$ cat config.mk
export PLATFORM = sky130hd
export DESIGN_NAME = stb_datapath_flat
export DESIGN_NICKNAME = d
export VERILOG_FILES = /design/src/rtl/stb_datapath_if.sv /design/src/rtl/stb_datapath.sv /design/src/flat_wrapper.sv
export SDC_FILE = /design/constraint.sdc
export NUM_CORES = 1
export LEC_CHECK = 0
export ABC_AREA = 1
export BUFFER_PORTS_ARGS = -buffer_cell sky130_fd_sc_hd__buf_2
export CORE_UTILIZATION = 40
export DETAILED_ROUTE_END_ITERATION = 10
export PLACE_DENSITY_LB_ADDON = 0.15
export SYNTH_ARGS = -nofsm -noshare
export SYNTH_HDL_FRONTEND = slang
export SYNTH_SLANG_ARGS = --single-unit
export TNS_END_PERCENT = 10
$ cat constraint.sdc
create_clock -name clk -period 5.7 [get_ports clk]
set_input_delay 1.71 -clock clk [delete_from_list [all_inputs] [get_ports clk]]
set_output_delay 1.71 -clock clk [all_outputs]
set_load 0.1 [all_outputs]
$ cat src/rtl/stb_datapath_if.sv
// rtl/stb_datapath_if.sv - LSU / cache-controller bus bundle for the store buffer
interface stb_datapath_if #(
  parameter int DEPTH = 8,
  parameter int AW    = 32,
  parameter int DW    = 32
);
  localparam int CW = $clog2(DEPTH) + 1;

  logic            lsu2stb_w_en;
  logic [AW-1:0]   lsu2stb_addr;
  logic [DW-1:0]   lsu2stb_data;
  logic [DW/8-1:0] lsu2stb_sel;
  logic            lsu_ld_req;
  logic [AW-1:0]   lsu_ld_addr;
  logic            stb_rd_en;
  logic            rd_sel;

  logic            stb2lsu_stall;
  logic            stb_ld_hit;
  logic            stb_full;
  logic            stb_empty;
  logic [CW-1:0]   stb_count;
  logic [AW-1:0]   stb2dcache_addr;
  logic [DW-1:0]   stb2dcache_data;
  logic [DW/8-1:0] stb2dcache_sel;

  // Requesters: LSU and cache controller
  modport master (
    output lsu2stb_w_en, lsu2stb_addr, lsu2stb_data, lsu2stb_sel,
    output lsu_ld_req, lsu_ld_addr, stb_rd_en, rd_sel,
    input  stb2lsu_stall, stb_ld_hit, stb_full, stb_empty, stb_count,
    input  stb2dcache_addr, stb2dcache_data, stb2dcache_sel
  );

  // Store buffer
  modport slave (
    input  lsu2stb_w_en, lsu2stb_addr, lsu2stb_data, lsu2stb_sel,
    input  lsu_ld_req, lsu_ld_addr, stb_rd_en, rd_sel,
    output stb2lsu_stall, stb_ld_hit, stb_full, stb_empty, stb_count,
    output stb2dcache_addr, stb2dcache_data, stb2dcache_sel
  );
endinterface

$ cat src/rtl/stb_datapath.sv
// rtl/stb_datapath.sv - store buffer FIFO with load-overlap detection
module stb_datapath #(
  parameter int DEPTH = 8,
  parameter int AW    = 32,
  parameter int DW    = 32
) (
  input  logic          clk,
  input  logic          rst,
  stb_datapath_if.slave bus
);
  localparam int IW = $clog2(DEPTH);
  localparam int PW = IW + 1;
  localparam int SW = DW / 8;

  logic [PW-1:0]    wr_ptr;
  logic [PW-1:0]    rd_ptr;
  logic [DEPTH-1:0] valid;
  logic [AW-1:0]    addr_mem [DEPTH];
  logic [DW-1:0]    data_mem [DEPTH];
  logic [SW-1:0]    sel_mem  [DEPTH];

  logic empty;
  logic full;
  logic push;
  logic pop;
  logic ld_hit;

  // Flags use pre-edge pointers, so a push while full stalls even with a pop
  assign empty = (wr_ptr == rd_ptr);
  assign full  = (wr_ptr[IW-1:0] == rd_ptr[IW-1:0]) && (wr_ptr[IW] != rd_ptr[IW]);
  assign push  = bus.lsu2stb_w_en & ~full;
  assign pop   = bus.stb_rd_en & ~empty;

  assign bus.stb_empty     = empty;
  assign bus.stb_full      = full;
  assign bus.stb2lsu_stall = bus.lsu2stb_w_en & full;
  assign bus.stb_count     = wr_ptr - rd_ptr;
  assign bus.stb_ld_hit    = ld_hit;

  // Pointers and valid bits; reset drops every pending store
  always_ff @(posedge clk or posedge rst) begin
    if (rst) begin
      wr_ptr <= '0;
      rd_ptr <= '0;
      valid  <= '0;
    end else begin
      if (push) begin
        wr_ptr                 <= wr_ptr + 1'b1;
        valid[wr_ptr[IW-1:0]]  <= 1'b1;
      end
      if (pop) begin
        rd_ptr                 <= rd_ptr + 1'b1;
        valid[rd_ptr[IW-1:0]]  <= 1'b0;
      end
    end
  end

  // Entry payload needs no reset; valid bits gate its use
  always_ff @(posedge clk) begin
    if (push) begin
      addr_mem[wr_ptr[IW-1:0]] <= bus.lsu2stb_addr;
      data_mem[wr_ptr[IW-1:0]] <= bus.lsu2stb_data;
      sel_mem[wr_ptr[IW-1:0]]  <= bus.lsu2stb_sel;
    end
  end

  // Head entry onto the dcache port only while the controller selects it
  always_comb begin
    bus.stb2dcache_addr = '0;
    bus.stb2dcache_data = '0;
    bus.stb2dcache_sel  = '0;
    if (bus.rd_sel) begin
      bus.stb2dcache_addr = addr_mem[rd_ptr[IW-1:0]];
      bus.stb2dcache_data = data_mem[rd_ptr[IW-1:0]];
      bus.stb2dcache_sel  = sel_mem[rd_ptr[IW-1:0]];
    end
  end

  // Word-granular overlap against registered valid entries only
  always_comb begin
    ld_hit = 1'b0;
    if (bus.lsu_ld_req) begin
      for (int i = 0; i < DEPTH; i++) begin
        if (valid[i] && (addr_mem[i][AW-1:2] == bus.lsu_ld_addr[AW-1:2])) begin
          ld_hit = 1'b1;
        end
      end
    end
  end
endmodule

$ cat src/flat_wrapper.sv
// flat-port wrapper written by rule: the top's interface ports become plain ports
module stb_datapath_flat 
#(
  parameter int DEPTH = 8,
  parameter int AW    = 32,
  parameter int DW    = 32
)
  (clk, rst, bus_lsu2stb_w_en, bus_lsu2stb_addr, bus_lsu2stb_data, bus_lsu2stb_sel, bus_lsu_ld_req, bus_lsu_ld_addr, bus_stb_rd_en, bus_rd_sel, bus_stb2lsu_stall, bus_stb_ld_hit, bus_stb_full, bus_stb_empty, bus_stb_count, bus_stb2dcache_addr, bus_stb2dcache_data, bus_stb2dcache_sel);
  stb_datapath_if #(.DEPTH(DEPTH), .AW(AW), .DW(DW)) bus_i ();
  input  logic clk;
  input  logic rst;
  input wire logic [$bits(bus_i.lsu2stb_w_en)-1:0] bus_lsu2stb_w_en;
  input wire logic [$bits(bus_i.lsu2stb_addr)-1:0] bus_lsu2stb_addr;
  input wire logic [$bits(bus_i.lsu2stb_data)-1:0] bus_lsu2stb_data;
  input wire logic [$bits(bus_i.lsu2stb_sel)-1:0] bus_lsu2stb_sel;
  input wire logic [$bits(bus_i.lsu_ld_req)-1:0] bus_lsu_ld_req;
  input wire logic [$bits(bus_i.lsu_ld_addr)-1:0] bus_lsu_ld_addr;
  input wire logic [$bits(bus_i.stb_rd_en)-1:0] bus_stb_rd_en;
  input wire logic [$bits(bus_i.rd_sel)-1:0] bus_rd_sel;
  output wire logic [$bits(bus_i.stb2lsu_stall)-1:0] bus_stb2lsu_stall;
  output wire logic [$bits(bus_i.stb_ld_hit)-1:0] bus_stb_ld_hit;
  output wire logic [$bits(bus_i.stb_full)-1:0] bus_stb_full;
  output wire logic [$bits(bus_i.stb_empty)-1:0] bus_stb_empty;
  output wire logic [$bits(bus_i.stb_count)-1:0] bus_stb_count;
  output wire logic [$bits(bus_i.stb2dcache_addr)-1:0] bus_stb2dcache_addr;
  output wire logic [$bits(bus_i.stb2dcache_data)-1:0] bus_stb2dcache_data;
  output wire logic [$bits(bus_i.stb2dcache_sel)-1:0] bus_stb2dcache_sel;
  assign bus_i.lsu2stb_w_en = bus_lsu2stb_w_en;
  assign bus_i.lsu2stb_addr = bus_lsu2stb_addr;
  assign bus_i.lsu2stb_data = bus_lsu2stb_data;
  assign bus_i.lsu2stb_sel = bus_lsu2stb_sel;
  assign bus_i.lsu_ld_req = bus_lsu_ld_req;
  assign bus_i.lsu_ld_addr = bus_lsu_ld_addr;
  assign bus_i.stb_rd_en = bus_stb_rd_en;
  assign bus_i.rd_sel = bus_rd_sel;
  assign bus_stb2lsu_stall = bus_i.stb2lsu_stall;
  assign bus_stb_ld_hit = bus_i.stb_ld_hit;
  assign bus_stb_full = bus_i.stb_full;
  assign bus_stb_empty = bus_i.stb_empty;
  assign bus_stb_count = bus_i.stb_count;
  assign bus_stb2dcache_addr = bus_i.stb2dcache_addr;
  assign bus_stb2dcache_data = bus_i.stb2dcache_data;
  assign bus_stb2dcache_sel = bus_i.stb2dcache_sel;
  stb_datapath #(.DEPTH(DEPTH), .AW(AW), .DW(DW)) u_core (.clk(clk), .rst(rst), .bus(bus_i));
endmodule
Word level (Yosys, flattened, before mapping). Memories as Yosys holds them, arrays and structs flattened. Cells that the tools add are included.

Flip-flop bits (word level): 16. RAM bits: 544. Memories: 3.

Memories: u_core.addr_mem (depth 8, width 32, read ports 9, clocked after memory_dff 0, wr ports 1, RTL line stb_datapath.sv:18) `logic [AW-1:0] addr_mem [DEPTH];`; u_core.data_mem (depth 8, width 32, read ports 1, clocked after memory_dff 0, wr ports 1, RTL line stb_datapath.sv:19) `logic [DW-1:0] data_mem [DEPTH];`; u_core.sel_mem (depth 8, width 4, read ports 1, clocked after memory_dff 0, wr ports 1, RTL line stb_datapath.sv:20) `logic [SW-1:0] sel_mem [DEPTH];`.

Add/subtract/negate cells: 3. $lt $le $gt $ge: 4. Equal/unequal tests: 11. Multiplexer cells: 20. Bitwise operators: 8. Reduce and logical (&&, ||, !) cells: 11.

Operators by type and width (count): $eq A30 B30 Y1 (8); $mux W32 (2); $mux W8 (2); $mux W1 (13); $logic_and A1 B1 Y1 (11); $add A4 B1 Y4 const B (2); $and A8 B8 Y8 (1); $lt A3 B4 Y1 const B (2); $not A8 Y8 (1); $or A8 B8 Y8 (1); $demux W1 S3 (2); $ge A3 B1 Y1 const B (2); $eq A4 B4 Y1 (1); $mux W4 (1); $sub A4 B4 Y4 (1); $and A1 B1 Y1 (3); $eq A3 B3 Y1 (1); $not A1 Y1 (2); $ne A1 B1 Y1 (1).

Longest topological paths before layout.
Depth in word-level cells: 11. Gate-level depth with buffers: 13. Gate-level depth less buffers: 12.

Least setup slack after synthesis. OpenSTA, ideal clock, no wires.

Kind: input -> output. Start: input bus_lsu2stb_w_en. End: output bus_stb2lsu_stall. Arrival: 3.892 ns. Setup slack: 0.098 ns. Cell stages on the path: 2. Cell sequence: inv_1 -> nor3_1.

Longest elaborated chain between the ends: 1.

Ends and longest elaborated chain: from (decl) (RTL line flat_wrapper.sv:12) `input wire logic [$bits(bus_i.lsu2stb_w_en)-1:0] bus_lsu2stb_w_en;`; $and A1 B1 Y1 (RTL line stb_datapath.sv:36) `assign bus.stb2lsu_stall = bus.lsu2stb_w_en & full;`; to (decl) (RTL line flat_wrapper.sv:20) `output wire logic [$bits(bus_i.stb2lsu_stall)-1:0] bus_stb2lsu_stall;`.

Every way passes these cells.

Worst setup path after layout.
Start: input bus_lsu_ld_addr[31]. End: output bus_stb_ld_hit.

Longest elaborated chain between the ends: 11. Elaborated cells between the ends (all ways): 25. Those cells by class: eq/ne: 8; mux: 9; reduce/logical: 8.

Ends and longest elaborated chain: from (decl) (RTL line flat_wrapper.sv:17) `input wire logic [$bits(bus_i.lsu_ld_addr)-1:0] bus_lsu_ld_addr;`; $eq A30 B30 Y1 (RTL line stb_datapath.sv:84) `if (valid[i] && (addr_mem[i][AW-1:2] == bus.lsu_ld_addr[AW-1:2])) begin`; $logic_and A1 B1 Y1 (RTL line stb_datapath.sv:84); $mux W1 (7 in a row) (RTL line stb_datapath.sv:84); $mux W1 * (RTL line stb_datapath.sv:84); $mux W1 * (RTL line stb_datapath.sv:82) `if (bus.lsu_ld_req) begin`; to (decl) (RTL line flat_wrapper.sv:21) `output wire logic [$bits(bus_i.stb_ld_hit)-1:0] bus_stb_ld_hit;`.

Mark *: on every way between the ends. The rest lies on a longest branch, timed or not.

==> summary.txt <==
Clock network
  – # hold bufs at CTS: 0
  – CTS tree: yes
  – Root buffer cell: clkbuf_16
  – TritonCTS Buffers: about 60
  – Post-CTS Resized: 0
  – Postcts setup bufs: 0
  – Max Root-Sink Buffers: 3
  – H-tree levels: 2
  – Clock Latency Late Sink: around 0.63 ns
  – Clk sink count: 560
  – Reg clk slew, reported paths: 0.06 ns

Floorplanning
  – Die area: 65,400 µm²
  – Rows: just over 90
  – Initial core utilization: 0.407
  – IO Count: 182
  – Height of the die: ~260 µm
  – Die W: 256 µm
  – CORE AREA: 63,300 µm²

Final layout
  – Non-Filler Instances: about 3,600
  – Synth-to-Final Area Change: 14.5%
  – Fin nets: roughly 2,800
  – Most common cell after layout, fill and taps aside: nand2_1
  – Multi-input logic area: 7620 µm²
  – Layout cells sized above 1: 0.128
  – FILL cells: around 6,000
  – Flip-flop and latch area: about 17,000 µm²
  – Commonest non-fill, non-tap cells in the layout: nand2_1 (559), edfxtp_1 (544), nor2_1 (405), o21ai_0 (297), inv_1 (209)
  – Final Util: 0.466

Worst setup path
  – Top fanout value on the critical path: 11
  – Kind of end point of the critical path: output port
  – Required time worst endpoint: approximately 4 ns
  – CP most frequent cell: nor2_1
  – Worst path cell trace: buf_2 > inv_2 > nand2_1 > nand2_1 > nor2_1 > nand2_1 > nor2_1 > nand2_1 > nor2_1 > nor2_1 > nand2_1 > nor2_1 > nor2_1 > buf_2
  – Slowest-stage cell, CP: buf_2
  – CP Launch Type: input port
  – Worst Path Arrival: approximately 3.7 ns
  – WS Path Type: input port to output port
  – Crit-path max cell delay: roughly 0.43 ns
  – Reg2reg setup slack: 2.19 ns

Global routing
  – First-pass GRT wire length: between 100 and 150 mm
  – Pin count of the biggest net entering global routing: roughly 150
  – Initial antenna violation count: 10
  – GRT Overall Usage: 0.253
  – Vias in the first global route: roughly 18,000
  – Grt ovf: 0

Place
  – Port-buffer cells: between 150 and 200
  – Placed Cells: ~3,400
  – Routability cong.: 1.01
  – DPL Wire Length: 55.2 mm

Detailed routing
  – Routed vias: 19,000
  – DR pass1 iterations: 7
  – # DRC: 0
  – Antenna-violating nets left: 0
  – Initial DRC count: 1,974
  – Vias per Instance: ~5.3
  – Wirelength per Cell: between 20 and 25 µm
  – Final WL: about 85 mm

Timing
  – Worst slew margin: 0.261
  – Setup TNS: 0 ns
  – Final period util: 0.950
  – Final hold vios: 0
  – Minimum clock period after layout: between 5 and 6 ns
  – Setup-failing EPs final: 0
  – RSZ-0062 raised after global routing: no
  – Actual slew at the worst max-slew pin: around 1.1 ns
  – Fmax achieved: approximately 0.18 GHz
  – Slew Viols, Final: 0
  – Worst Skew: between 0.015 and 0.02 ns

Power and ir drop
  – VDD IR max: ~0.41 mV
  – Pwr Density: roughly 540 nW/µm²
  – Static leakage: roughly 11 nW
  – Pwr Total: roughly 16 mW

Yosys
  – Cell area after synthesis: ~26,000 µm²
  – Post-synthesis net count: around 2,600
  – Syn Area/Cell: between 10 and 15 µm²
  – Cells after synthesis: 2,498
  – Sequential fraction of the synthesis area: 0.650
  – Synthesis Warnings: 0
  – FF+latch count, synth: 560
  – Yosys cell types: 36

Min path
  – Worst Hold Class: flop to flop

Job
  – Max-cap viol count: 0

Outcome
  – Status: finished, final reports clean
## final cells by class
class / count / area share
tap: 846 / 0.0359
sequential: 560 / 0.568
clock inverter: 28 / 0.00781
clock buffer: 80 / 0.0551
antenna: 5 / 0.000424
multi-input combinational: 1596 / 0.258
timing repair buffer: 223 / 0.0467
inverter: 221 / 0.0283
## final timing paths
check | startpoint | to | cells past startpoint
max in group asynchronous | rst | u_core.rd_ptr[0] | 2
setup / recovery | bus_lsu_ld_addr[31] | bus_stb_ld_hit | 14
hold / removal | u_core.valid[4] | u_core.valid[4] | 2
min in group asynchronous | rst | u_core.valid[0] | 2
hold reg to reg | u_core.valid[4] | u_core.valid[4] | 2
setup reg to reg | u_core.rd_ptr[0] | u_core.addr_mem[5][17] | 8
## power by group
group | switching, mW | internal [mW]
sequential | 0.276 | 5.24
clock | 1.64 | 2.09
combinational | 5.46 | 1.34
total | 7.37 | 8.67
## registers in the layout (all words and copies together), names as in the netlist
name             cells
u_core.rd_ptr        4
u_core.sel_mem      32
u_core.data_mem    256
u_core.valid         8
u_core.wr_ptr        4
u_core.addr_mem    256
## cell usage after synthesis, drive strengths merged
cell type  instances  area [µm²]
a41oi             67         587
nor2             416        1610
inv              220         826
nand2            567        2170
clkbuf            48         180
nor3               1        5.00
a31oi              1        6.26
ha                 5        62.6
o21a              39         293
clkinv             1        3.75
edfxtp           544       16300
fa                 1        20.0
o22ai              6        50.0
a22o               1        8.76
dfrtp             16         400
o21ai            323        1620
o32ai              1        16.3
a21oi             76         380
xnor2             23         201
xor2              22         200
o211ai            36         270
nand3             11        55.1
buf               73         448
## critical path, delay by kind of cell
family        cells  cell delay, ns
buf+inv           3            0.80
simple gates     11            1.18
## metal layers
layer	GRT usage	wire length (µm)	vias up
li1	-	-	8879
met1	0.340	35800	9180
met2	0.413	39700	764
met3	0.0477	6580	149
met4	0.0793	2410	10
met5	0	53	-
## cells by family after synthesis
logic type                 Yosys count  synth area share
DFF                                560             0.650
adders and majority gates            6           0.00321
AOI/OAI and AO/OA                  550             0.126
buffers and inverters              342            0.0566
xor gates and xnor gates            45            0.0156
and+or+nand+nor                    995             0.149
## through the flow
stage               setup slack, ns  hold WS [ns]  instance area (µm²)
floorplan                    0.0978         0.462                25800
global placement              0.309         0.489                27600
detailed placement            0.317         0.491                27600
CTS                           0.310         0.507                29500
global route                  0.175         0.532                29500
finish                        0.287         0.511                29500
Power figures use the tool's default switching activity.
